**src/rtl/ea_unit_if.sv**
```systemverilog
// Memory port of the PDP-8 effective-address unit: one request/ack transaction
// at a time, read data valid in the ack cycle.
interface ea_unit_if;
    logic        mem_req;
    logic        mem_we;
    logic [11:0] mem_addr;
    logic [11:0] mem_wdata;
    logic [11:0] mem_rdata;
    logic        mem_ack;

    modport master (
        output mem_req,
        output mem_we,
        output mem_addr,
        output mem_wdata,
        input  mem_rdata,
        input  mem_ack
    );

    modport slave (
        input  mem_req,
        input  mem_we,
        input  mem_addr,
        input  mem_wdata,
        output mem_rdata,
        output mem_ack
    );
endinterface

```
**src/rtl/ea_unit.sv**
```systemverilog
// PDP-8 effective-address unit for memory-reference instructions: resolves
// page-zero/current-page, indirect and auto-index addressing; drives PC load on JMP.
module ea_unit #(
    parameter bit AUTOINDEX_EN = 1'b1
) (
    input  logic        clk,
    input  logic        reset,
    input  logic        i_start,
    input  logic [11:0] i_ir,
    input  logic [11:0] i_pclat,
    ea_unit_if.master   mem,
    output logic        o_busy,
    output logic        o_done,
    output logic [11:0] o_ea,
    output logic        o_pc_ld,
    output logic [11:0] o_pc_in
);
    typedef enum logic [1:0] {S_IDLE, S_RD, S_WB, S_DONE} state_t;

    state_t      r_state, w_state_next;
    logic        r_mri, w_mri_next;
    logic        r_jmp, w_jmp_next;
    logic        r_ind, w_ind_next;
    logic        r_auto, w_auto_next;
    logic [11:0] r_dir, w_dir_next;
    logic [11:0] r_ptr, w_ptr_next;
    logic        r_req, w_req_next;
    logic        r_we, w_we_next;
    logic [11:0] r_addr, w_addr_next;
    logic [11:0] r_wdata, w_wdata_next;
    logic        r_busy, w_busy_next;
    logic        r_done, w_done_next;
    logic [11:0] r_ea, w_ea_next;
    logic        r_pc_ld, w_pc_ld_next;
    logic [11:0] r_pc_in, w_pc_in_next;

    logic [11:0] w_dir_addr;
    logic        w_is_auto;
    logic [11:0] w_final;
    logic        w_unused_pclat;

    // Only the page field of the latched PC matters for current-page addressing.
    assign w_dir_addr     = i_ir[7] ? {i_pclat[11:7], i_ir[6:0]} : {5'b0, i_ir[6:0]};
    assign w_is_auto      = AUTOINDEX_EN && i_ir[8] && (w_dir_addr[11:3] == 9'o001);
    assign w_final        = r_ind ? r_ptr : r_dir;
    assign w_unused_pclat = ^i_pclat[6:0];

    always_ff @(posedge clk) begin
        if (reset) begin
            r_state <= S_IDLE;
            r_mri   <= 1'b0;
            r_jmp   <= 1'b0;
            r_ind   <= 1'b0;
            r_auto  <= 1'b0;
            r_dir   <= 12'd0;
            r_ptr   <= 12'd0;
            r_req   <= 1'b0;
            r_we    <= 1'b0;
            r_addr  <= 12'd0;
            r_wdata <= 12'd0;
            r_busy  <= 1'b0;
            r_done  <= 1'b0;
            r_ea    <= 12'd0;
            r_pc_ld <= 1'b0;
            r_pc_in <= 12'd0;
        end else begin
            r_state <= w_state_next;
            r_mri   <= w_mri_next;
            r_jmp   <= w_jmp_next;
            r_ind   <= w_ind_next;
            r_auto  <= w_auto_next;
            r_dir   <= w_dir_next;
            r_ptr   <= w_ptr_next;
            r_req   <= w_req_next;
            r_we    <= w_we_next;
            r_addr  <= w_addr_next;
            r_wdata <= w_wdata_next;
            r_busy  <= w_busy_next;
            r_done  <= w_done_next;
            r_ea    <= w_ea_next;
            r_pc_ld <= w_pc_ld_next;
            r_pc_in <= w_pc_in_next;
        end
    end

    always_comb begin
        w_state_next = r_state;
        w_mri_next   = r_mri;
        w_jmp_next   = r_jmp;
        w_ind_next   = r_ind;
        w_auto_next  = r_auto;
        w_dir_next   = r_dir;
        w_ptr_next   = r_ptr;
        w_req_next   = r_req;
        w_we_next    = r_we;
        w_addr_next  = r_addr;
        w_wdata_next = r_wdata;
        w_busy_next  = r_busy;
        w_done_next  = 1'b0;
        w_ea_next    = r_ea;
        w_pc_ld_next = 1'b0;
        w_pc_in_next = r_pc_in;

        case (r_state)
            S_IDLE: begin
                if (i_start) begin
                    w_mri_next  = ~(i_ir[11] & i_ir[10]);
                    w_jmp_next  = (i_ir[11:9] == 3'd5);
                    w_ind_next  = i_ir[8];
                    w_auto_next = w_is_auto;
                    w_dir_next  = w_dir_addr;
                    w_busy_next = 1'b1;
                    // IOT/OPR words (6, 7) pass through with no address work.
                    if (i_ir[8] && !(i_ir[11] & i_ir[10])) begin
                        w_state_next = S_RD;
                        w_req_next   = 1'b1;
                        w_we_next    = 1'b0;
                        w_addr_next  = w_dir_addr;
                    end else begin
                        w_state_next = S_DONE;
                    end
                end
            end
            S_RD: begin
                if (mem.mem_ack) begin
                    if (r_auto) begin
                        // Request stays up; the write-back reuses the same address.
                        w_ptr_next   = mem.mem_rdata + 12'd1;
                        w_wdata_next = mem.mem_rdata + 12'd1;
                        w_we_next    = 1'b1;
                        w_state_next = S_WB;
                    end else begin
                        w_ptr_next   = mem.mem_rdata;
                        w_req_next   = 1'b0;
                        w_state_next = S_DONE;
                    end
                end
            end
            S_WB: begin
                if (mem.mem_ack) begin
                    w_req_next   = 1'b0;
                    w_we_next    = 1'b0;
                    w_state_next = S_DONE;
                end
            end
            S_DONE: begin
                w_done_next  = 1'b1;
                w_busy_next  = 1'b0;
                w_state_next = S_IDLE;
                if (r_mri) begin
                    w_ea_next = w_final;
                end
                if (r_jmp) begin
                    w_pc_ld_next = 1'b1;
                    w_pc_in_next = w_final;
                end
            end
            default: w_state_next = S_IDLE;
        endcase
    end

    assign mem.mem_req   = r_req;
    assign mem.mem_we    = r_we;
    assign mem.mem_addr  = r_addr;
    assign mem.mem_wdata = r_wdata;
    assign o_busy        = r_busy;
    assign o_done        = r_done;
    assign o_ea          = r_ea;
    assign o_pc_ld       = r_pc_ld;
    assign o_pc_in       = r_pc_in;
endmodule

```
**src/flat_wrapper.sv**
```systemverilog
// flat-port wrapper written by rule: the top's interface ports become plain ports
module ea_unit_flat 
#(
    parameter bit AUTOINDEX_EN = 1'b1
)
  (clk, reset, i_start, i_ir, i_pclat, o_busy, o_done, o_ea, o_pc_ld, o_pc_in, mem_mem_req, mem_mem_we, mem_mem_addr, mem_mem_wdata, mem_mem_rdata, mem_mem_ack);
  ea_unit_if mem_i ();
  input  logic clk;
  input  logic reset;
  input  logic i_start;
  input  logic [11:0] i_ir;
  input  logic [11:0] i_pclat;
  output logic o_busy;
  output logic o_done;
  output logic [11:0] o_ea;
  output logic o_pc_ld;
  output logic [11:0] o_pc_in;
  output wire logic [$bits(mem_i.mem_req)-1:0] mem_mem_req;
  output wire logic [$bits(mem_i.mem_we)-1:0] mem_mem_we;
  output wire logic [$bits(mem_i.mem_addr)-1:0] mem_mem_addr;
  output wire logic [$bits(mem_i.mem_wdata)-1:0] mem_mem_wdata;
  input wire logic [$bits(mem_i.mem_rdata)-1:0] mem_mem_rdata;
  input wire logic [$bits(mem_i.mem_ack)-1:0] mem_mem_ack;
  assign mem_mem_req = mem_i.mem_req;
  assign mem_mem_we = mem_i.mem_we;
  assign mem_mem_addr = mem_i.mem_addr;
  assign mem_mem_wdata = mem_i.mem_wdata;
  assign mem_i.mem_rdata = mem_mem_rdata;
  assign mem_i.mem_ack = mem_mem_ack;
  ea_unit #(.AUTOINDEX_EN(AUTOINDEX_EN)) u_core (.clk(clk), .reset(reset), .i_start(i_start), .i_ir(i_ir), .i_pclat(i_pclat), .mem(mem_i), .o_busy(o_busy), .o_done(o_done), .o_ea(o_ea), .o_pc_ld(o_pc_ld), .o_pc_in(o_pc_in));
endmodule
```
**config.mk**
```make
export PLATFORM = sky130hd
export DESIGN_NAME = ea_unit_flat
export DESIGN_NICKNAME = d
export VERILOG_FILES = /design/src/rtl/ea_unit_if.sv /design/src/rtl/ea_unit.sv /design/src/flat_wrapper.sv
export SDC_FILE = /design/constraint.sdc
export NUM_CORES = 1
export LEC_CHECK = 0
export CORE_MARGIN = 2
export CORE_UTILIZATION = 30
export CTS_BUF_LIST = sky130_fd_sc_hd__clkbuf_4 sky130_fd_sc_hd__clkbuf_8
export CTS_CLUSTER_SIZE = 10
export DETAILED_ROUTE_END_ITERATION = 7
export PLACE_DENSITY_LB_ADDON = 0.12
export SKIP_CTS_REPAIR_TIMING = 1
export SYNTH_ARGS = -nofsm -noshare
export SYNTH_HDL_FRONTEND = slang
export SYNTH_SLANG_ARGS = --single-unit
```
**constraint.sdc**
```tcl
create_clock -name clk -period 4.8 [get_ports clk]
set_input_delay 0.96 -clock clk [delete_from_list [all_inputs] [get_ports clk]]
set_output_delay 0.96 -clock clk [all_outputs]
set_load 0.01 [all_outputs]
```
# ---- Word level (Yosys, flattened, before mapping)
# Cells that the tools add are included.
# Widths: inputs -> output; s select.
dict set report word_totals {
  reg_bits 83
  in_bits 40
  output_inout_bits 53
  elab_cells 72
}
dict set report classes {
  n_addsub 1
  eq_ne 11
  n_mux 24
  bitwise 3
  n_reduce_logical 17
}
# op count
set ops {}
lappend ops {{$mux 12} 3}
lappend ops {{$mux 1} 13}
lappend ops {{$add 12x1->12 const B} 1}
lappend ops {{$reduce_and 6->1} 2}
lappend ops {{$reduce_and 2->1} 5}
lappend ops {{$eq 9x1->1 const B} 1}
lappend ops {{$reduce_and 3->1} 3}
lappend ops {{$mux 2} 4}
lappend ops {{$ne 2x2->1 const B} 4}
lappend ops {{$pmux 2 s4} 1}
lappend ops {{$pmux 1 s3} 2}
lappend ops {{$eq 2x2->1 const B} 2}
lappend ops {{$ne 2x1->1 const B} 2}
lappend ops {{$eq 3x3->1 const B} 1}
lappend ops {{$reduce_bool 3->1} 1}
lappend ops {{$eq 2x1->1 const B} 1}
lappend ops {{$logic_and 1x1->1} 2}
lappend ops {{$logic_not 2->1} 1}
lappend ops {{$not 1->1} 2}
lappend ops {{$pmux 1 s2} 1}
lappend ops {{$reduce_bool 2->1} 1}
lappend ops {{$reduce_or 2->1} 1}
lappend ops {{$and 1x1->1} 1}
lappend ops {{$logic_not 1->1} 1}

# ---- Longest topological paths before layout
# Gate-level depths: netlist (run 1).
dict set report logic_depth {
  depth_word 6
  ltp_mapped 8
  mapped_depth_nobuf 6
}

# ---- Worst setup path before layout (run 1)
# OpenSTA, ideal clock, no wires.
dict set report synth_timing {
  path_kind {input to register}
  startpoint {in mem_mem_rdata[0]}
  endpoint {reg u_core.r_ptr[10]}
  setup_time_ns 0.122
  arrival_time_ns 1.820
  required_ns 4.678
  slack_ns 2.858
  stages 5
  path_buffers 0
  cell_sequence {ha_1 > nand4_1 > nor3_1 > xnor2_1 > a21oi_1}
}
dict set report synth_between {
  elab_chain_cells 2
}
# item line_no
set synth_rtl {}
lappend synth_rtl {{start: declaration} flat_wrapper.sv:22} ;# input wire logic [$bits(mem_i.mem_rdata)-1:0] mem_mem_rdata;
lappend synth_rtl {{$add 12x1->12} ea_unit.sv:128} ;# w_ptr_next = mem.mem_rdata + 12'd1;
lappend synth_rtl {{$mux 12} ea_unit.sv:126} ;# if (r_auto) begin
lappend synth_rtl {{end signal: assignment} ea_unit.sv:73} ;# r_ptr <= w_ptr_next;
lappend synth_rtl {{end: declaration} ea_unit.sv:26} ;# logic [11:0] r_ptr, w_ptr_next;
# Every way passes these cells.
# A chain may end at the register's enable or synchronous reset.

# ---- Worst setup path after layout (run 1)
# Same ends and word-level chain as after synthesis.

==> results of run 1 <==
==> registers in the layout (all words and copies together), names as in the netlist, 2 cells and up <==
register and cells:
u_core.o_ea 12, u_core.r_dir 12, u_core.r_state 2, u_core.mem.mem_addr 12, u_core.o_pc_in 12, u_core.mem.mem_wdata 12
u_core.r_ptr 12
==> routing by layer <==
metal	vias up	wire, um	part of all wire, %
li1	1543	-	-
met1	1329	4220	49
met2	68	3940	45
met3	11	387	4.5
met4	0	128	1.5
met5	-	0	0
==> logic make-up after synthesis <==
family / count (synthesis)
AOI/OAI and AO/OA: 104
buffers and inverters: 42
muxes: 15
DFF: 83
adders and majority gates: 6
and+or+nand+nor: 136
xor gates and xnor gates: 20
==> area by class of cell <==
class / count / area (sq um)
fillers: 1203 / 6810
well taps: 143 / 179
multi-input cells: 281 / 1670
flip-flops and latches: 83 / 1660
inverters: 8 / 30.0
repair buffers: 86 / 853
clock buffers: 10 / 131
clock inverters: 6 / 90.1
==> per-stage QoR <==
stage          std cells  util [%]  total power, W  setup slack [ns]  area (sq um)
2_1_floorplan        406         -         0.00108              2.86          3520
3_3_place_gp         601      38.4         0.00121              1.95          4390
3_5_place_dp         601      38.4         0.00122              1.96          4390
4_1_cts              617      40.4         0.00178              2.34          4610
5_1_grt              617      40.4         0.00186              2.16          4610
6_report             617      40.4         0.00175              2.35          4610
==> final timing paths <==
kind                                          endpoint  slack, ns         startpoint  depth (start not counted)
worst min register to register            u_core.r_jmp       0.45       u_core.r_jmp                          2
worst min-delay path                      u_core.r_jmp       0.45       u_core.r_jmp                          2
worst max-delay path                  u_core.r_ptr[10]       2.35   mem_mem_rdata[0]                          6
worst max register to register  u_core.mem.mem_addr[2]       2.75  u_core.r_state[0]                          6
==> synth_stat cells, types with 2 or more instances <==
library cell / n
o221a_2: 2
mux2i_1: 15
ha_1: 6
inv_1: 8
a211oi_1: 32
nor3_1: 8
a21oi_1: 43
nand3_1: 15
xor2_1: 5
dfxtp_1: 83
nand2_1: 52
buf_1: 2
clkbuf_1: 15
and2_1: 5
nor4_2: 2
xnor2_1: 15
a311oi_1: 2
buf_2: 12
nor2_1: 42
o21ai_0: 15
nand4_1: 4
buf_4: 5
==> power groups by stage <==
stage | Sequential, W | Clock [W] | Combinational, W
6_report | 0.000809 | 0.000555 | 0.000389
5_1_grt | 0.000820 | 0.000601 | 0.000441
4_1_cts | 0.000810 | 0.000575 | 0.000392
3_5_place_dp | 0.000826 | 0 | 0.000390
3_3_place_gp | 0.000825 | 0 | 0.000387
2_1_floorplan | 0.000812 | 0 | 0.000272
==> worst max-delay path: cells and delay by family <==
| family | cells | cell delay, ns |
|---|---|---|
| xor+xnor | 1 | 0.16 |
| compound gates | 1 | 0.09 |
| fa+ha+maj | 1 | 0.32 |
| simple gates | 2 | 0.52 |
| buf+inv | 1 | 0.60 |
==> summary.txt, run 1 <==
GLOBAL ROUTE
-----------------------------------------------------------------------------------------------------
Met3 usage .............................................................................        2.70%
Vias in the first global route .........................................................         2921
Busiest layer in global routing ........................................................         met2
GR met1 Demand/Resource ................................................................        19.5%
Initial antenna violation count ........................................................            0
Pin count of the biggest net entering global routing ...................................           67
Global-route wire length before repair .................................................     14500 um
Overall track demand over capacity in global routing ...................................        14.2%
GR met2 Demand/Resource ................................................................        22.3%
Remaining global-route overflow ........................................................            0

WORST SETUP PATH
-----------------------------------------------------------------------------------------------------
Data required, critical path ...........................................................      5.01 ns
Crit Path Max Fanout ...................................................................            6
Worst path arrival time ................................................................      2.66 ns
Crit-path slowest cell ................................................................. clkdlybuf4s50_1
Start-to-end type of the worst setup path .............................................. input pin to flop
Biggest cell delay along the critical path .............................................      0.60 ns
Worst setup EP type ....................................................................         flop
CP Cell Sequence ....................................................................... clkdlybuf4s50_1 -> ha_1 -> nand4_1 -> nor3_1 -> xnor2_1 -> a21oi_1
Setup crit start kind ..................................................................    input pin

POWER AND IR DROP
-----------------------------------------------------------------------------------------------------
Net switching power ....................................................................   0.000528 W
Leakage component of the power .........................................................      1.49 nW
Combinational group share of total power ...............................................        22.2%
Switching portion of total power .......................................................        30.1%
Portion of total power attributed to sequential cells ..................................        46.2%
Peak VDD IR ............................................................................     0.169 mV
P_int ..................................................................................    0.00123 W
Share of power burned in the clock network .............................................        31.7%
Ratio of total power to cell area ......................................................  380 nW/um^2

YOSYS
-----------------------------------------------------------------------------------------------------
Sequential cell area fraction in the yosys report ......................................        47.2%
Count of different cell masters after synthesis ........................................           40
Async S/R FF share, synth ..............................................................           0%
Number of nets in the synthesized netlist ..............................................          452
Count of flip-flops with a built-in enable after synthesis .............................            0
Combinational family with the most area after synthesis ................................ compound AO/OA/AOI/OAI gates
Synthesized cell area ..................................................................   3520 sq um
FF+latch count, synth ..................................................................           83
Count of mapped cells out of synthesis .................................................          406
Largest cells by area after synthesis .................................................. dfxtp_1, a211oi_1, a21oi_1, nand2_1, nor2_1
Xor and xnor area share after synthesis ................................................        4.98%
Top cell type by total area after synthesis ............................................      dfxtp_1
Mean Syn Cell Area .....................................................................   8.67 sq um
Area fraction in compound gates after synthesis ........................................        18.3%
Synth Flop Type ........................................................................      dfxtp_1
Proportion of synthesized area in mux cells ............................................        4.27%
Share of the synthesized area in the top cell type .....................................        47.2%
Simple-gate share of the synthesized area ..............................................        17.6%
Warning count from the yosys run .......................................................            0
Post-synthesis share of cell area spent on full adders, half adders and majority gates .        2.13%

PLACED DESIGN
-----------------------------------------------------------------------------------------------------
RePlAce Congestion .....................................................................        0.733
Half-perimeter wire length after placement .............................................      6150 um
Port bufs ..............................................................................           85

ROUTE
-----------------------------------------------------------------------------------------------------
Avg Vias per Cell ......................................................................         4.78
DRT antenna net count ..................................................................            0
Count of unresolved DRC violations after routing .......................................            0
Detailed-route wire length per cell ....................................................      14.1 um
Vias after detailed routing ............................................................         2951
Pre-Repair DR Iteration Count ..........................................................            4
Detailed Route WL ......................................................................      8680 um
Number of DRC markers after the initial detailed-route iteration .......................          135

CTS
-----------------------------------------------------------------------------------------------------
Buffer depth of the longest clock path .................................................            2
Clk slew on worst S/H paths ............................................................      0.09 ns
Number of buffers created by CTS .......................................................            9
Clock latency on the worst-skew pair ...................................................      0.35 ns
Library cell used as clock root buffer .................................................     clkbuf_8
Count of clock tree sinks ..............................................................           83
CTS tree ...............................................................................          yes
# H-tree levels ........................................................................            3

STATUS
-----------------------------------------------------------------------------------------------------
Run status ............................................................................. finished, final reports clean

TIMING
-----------------------------------------------------------------------------------------------------
Final clock skew .......................................................................    0.0128 ns
Max frequency ..........................................................................    0.408 GHz
Hold_ws ................................................................................     0.449 ns
Actual slew at the worst max-slew pin ..................................................     0.901 ns
Fraction of the cycle the final worst path needs .......................................        51.1%
Total negative slack ...................................................................         0 ns
Tmin final .............................................................................      2.45 ns
Setup repair after global routing missed its margin ....................................           no
Final setup violation count ............................................................            0
Number of max-slew violations in the final report ......................................            0
Remaining max-slew budget at the tightest pin ..........................................        39.9%
Final Hold Viols .......................................................................            0

LAYOUT
-----------------------------------------------------------------------------------------------------
Antenna diodes .........................................................................            0
Highest-count cells in the layout ignoring fill and taps ............................... clkdlybuf4s50_1, dfxtp_1, nand2_1
Relative area change from synthesis to final layout ....................................        31.0%
Final nets .............................................................................          515
Fraction of final layout cells sized beyond drive strength 1 ...........................        5.06%
Most common library cell in the layout ignoring fill and taps .......................... clkdlybuf4s50_1

FLOORPLAN
-----------------------------------------------------------------------------------------------------
Horizontal die dimension ...............................................................       112 um
Floorplan core area ....................................................................  11400 sq um
Die height .............................................................................       112 um
Area enclosed by the die boundary ......................................................  12600 sq um
Number of top-level design ports .......................................................           93
Std cell rows ..........................................................................           39
Effective utilization at floorplan .....................................................        30.8%

MIN PATH
-----------------------------------------------------------------------------------------------------
Worst hold-check path type ............................................................. flop to flop

JOB
-----------------------------------------------------------------------------------------------------
Max-cap check violation count ..........................................................            0

Note: power is estimated with default switching activity, not from simulation.
==> run 2: changes to the inputs <==
==> constraint.sdc (replaced) <==
create_clock -name clk -period 2 [get_ports clk]
set_input_delay 0.4 -clock clk [delete_from_list [all_inputs] [get_ports clk]]
set_output_delay 0.4 -clock clk [all_outputs]
set_load 0.01 [all_outputs]
==> run 2 against run 1 <==
Compared with the run above:
- critical path depth down 1
- clock skew down 0.0029 ns
- first-iteration DRC count down 5.9%
- wire length up 1.5%
- die area unchanged
- hold slack better by 0.0074 ns
==> summary.txt, run 2 (synthesis gave the netlist of run 1 again) <==
ROUTE
-------------------------------------------------------------------------------
Number of DRC markers after the initial detailed-route iteration .          127
Pre-Repair DR Iteration Count ....................................            4
Avg Vias per Cell ................................................         4.72
Detailed Route WL ................................................      8810 um
Count of unresolved DRC violations after routing .................            0
Detailed-route wire length per cell ..............................      13.9 um
DRT antenna net count ............................................            0
Vias after detailed routing ......................................         2984

WORST SETUP PATH
-------------------------------------------------------------------------------
Worst setup EP type ..............................................         flop
R2r setup slk ....................................................      0.23 ns
Launch point of the worst reg-to-reg path ........................ u_core.r_state[1]
Start point of the critical path ................................. u_core.r_state[1]
Endpoint of the worst setup timing path .......................... u_core.mem.mem_we
Setup crit start kind ............................................         flop
Capture point of the worst reg-to-reg path ....................... u_core.mem.mem_we
Start-to-end type of the worst setup path ........................ flop to flop
Worst path arrival time ..........................................      2.02 ns
Register-to-Register Path Depth ..................................            5
Crit Path Max Fanout .............................................            7
Data required, critical path .....................................      2.25 ns

TIMING
-------------------------------------------------------------------------------
Remaining max-slew budget at the tightest pin ....................        54.2%
Worst Setup Slack, final .........................................     0.235 ns
Max frequency ....................................................    0.566 GHz
Number of max-slew violations in the final report ................            0
Hold_ws ..........................................................     0.456 ns
Fraction of the cycle the final worst path needs .................        88.3%
Actual slew at the worst max-slew pin ............................     0.687 ns
Final Hold Viols .................................................            0
Final clock skew .................................................   0.00986 ns
Setup repair after global routing missed its margin ..............           no
Final setup violation count ......................................            0
Tmin final .......................................................      1.77 ns

FLOORPLAN
-------------------------------------------------------------------------------
Area enclosed by the die boundary ................................  12600 sq um
Effective utilization at floorplan ...............................        30.8%
Horizontal die dimension .........................................       112 um
Number of top-level design ports .................................           93
Die height .......................................................       112 um
Std cell rows ....................................................           39
Floorplan core area ..............................................  11400 sq um

CTS
-------------------------------------------------------------------------------
# H-tree levels ..................................................            3
Count of clock tree sinks ........................................           83
Clock latency on the worst-skew pair .............................      0.36 ns
Library cell used as clock root buffer ...........................     clkbuf_8
Clk slew on worst S/H paths ......................................      0.09 ns
Buffer depth of the longest clock path ...........................            2
CTS tree .........................................................          yes
Number of buffers created by CTS .................................            9

LAYOUT
-------------------------------------------------------------------------------
Final standard cell utilization of the core ......................        41.1%
Filler cells .....................................................         1206
Final nets .......................................................          530
Antenna diodes ...................................................            0
Highest-count cells in the layout ignoring fill and taps ......... clkdlybuf4s50_1, dfxtp_1, nand2_1
Fraction of final layout cells sized beyond drive strength 1 .....        7.98%
Most common library cell in the layout ignoring fill and taps .... clkdlybuf4s50_1
Final Non-Filler Cells ...........................................          632
Relative area change from synthesis to final layout ..............        33.5%

GLOBAL ROUTE
-------------------------------------------------------------------------------
Remaining global-route overflow ..................................            0
Initial antenna violation count ..................................            0
Global-route wire length before repair ...........................     15000 um
Overall track demand over capacity in global routing .............        14.7%
Vias in the first global route ...................................         3025
Pin count of the biggest net entering global routing .............           66

PLACED DESIGN
-------------------------------------------------------------------------------
Half-perimeter wire length after placement .......................      6420 um
Worst setup timing slack at the placement stage ..................    -0.115 ns
Cells after DPL ..................................................          616
RePlAce Congestion ...............................................        0.739
Port bufs ........................................................           85

POWER AND IR DROP
-------------------------------------------------------------------------------
Ratio of total power to cell area ................................  865 nW/um^2
Peak VDD IR ......................................................     0.390 mV
Leakage component of the power ...................................      1.55 nW
Power after layout ...............................................    0.00406 W

STATUS
-------------------------------------------------------------------------------
Run status ....................................................... finished, final reports clean

MIN PATH
-------------------------------------------------------------------------------
Worst hold-check path type ....................................... flop to flop

JOB
-------------------------------------------------------------------------------
Max-cap check violation count ....................................            0

run 2: cell count changes in the layout (fill, tap and decap cells not counted):
cell and change:
buf_4 +14, clkinv_4 -1, inv_8 +1, bufinv_16 -2, clkbuf_4 -1, inv_6 +3
buf_12 +1
run 2: per-layer routing:
metal	track usage, %	vias to the layer above	wire (um)
met3	3.08	9	375
met2	23.9	60	4080
met1	19.4	1351	4240
met4	5.12	0	109
li1	-	1564	-
met5	0	-	0
run 2: critical path, cell delays in order (launching register included):
cell	delay, ns
dfxtp_1	0.42
inv_1	0.11
ha_1	0.27
o21bai_1	0.27
o2111ai_1	0.26
o221a_2	0.33
run 2: power by group:
| group | internal, W | leakage [nW] | switching (W) |
|---|---|---|---|
| combinational | 0.000434 | 0.788 | 0.000557 |
| sequential | 0.00182 | 0.673 | 0.000103 |
| clock | 0.000473 | 0.0925 | 0.000678 |
run 2: final cells by class:
class                      count  area (sq um)  area share, %
clock buffer                   9           124           2.64
clock inverter                 7          58.8           1.25
inverter                       8          30.0          0.639
multi-input combinational    281          1670           35.5
sequential                    83          1660           35.4
tap                          143           179           3.81
timing repair buffer         101           978           20.8
run 2: how the worst min path moves through the flow:
stage,startpoint,endpoint,cells past startpoint
2_1_floorplan,u_core.r_jmp,u_core.r_jmp,2
3_3_place_gp,u_core.r_jmp,u_core.r_jmp,2
3_5_place_dp,u_core.r_ind,u_core.r_ind,2
4_1_cts,u_core.r_ind,u_core.r_ind,2
5_1_grt,u_core.mem.mem_addr[7],u_core.mem.mem_addr[7],2
6_report,u_core.r_jmp,u_core.r_jmp,2
run 2: metrics by stage:
step	area [sq um]	setup TNS, ns
2_1_floorplan	3520	0
6_report	4700	0
4_1_cts	4700	0
5_1_grt	4700	0
3_5_place_dp	4510	-1.37
3_3_place_gp	4510	-0.623
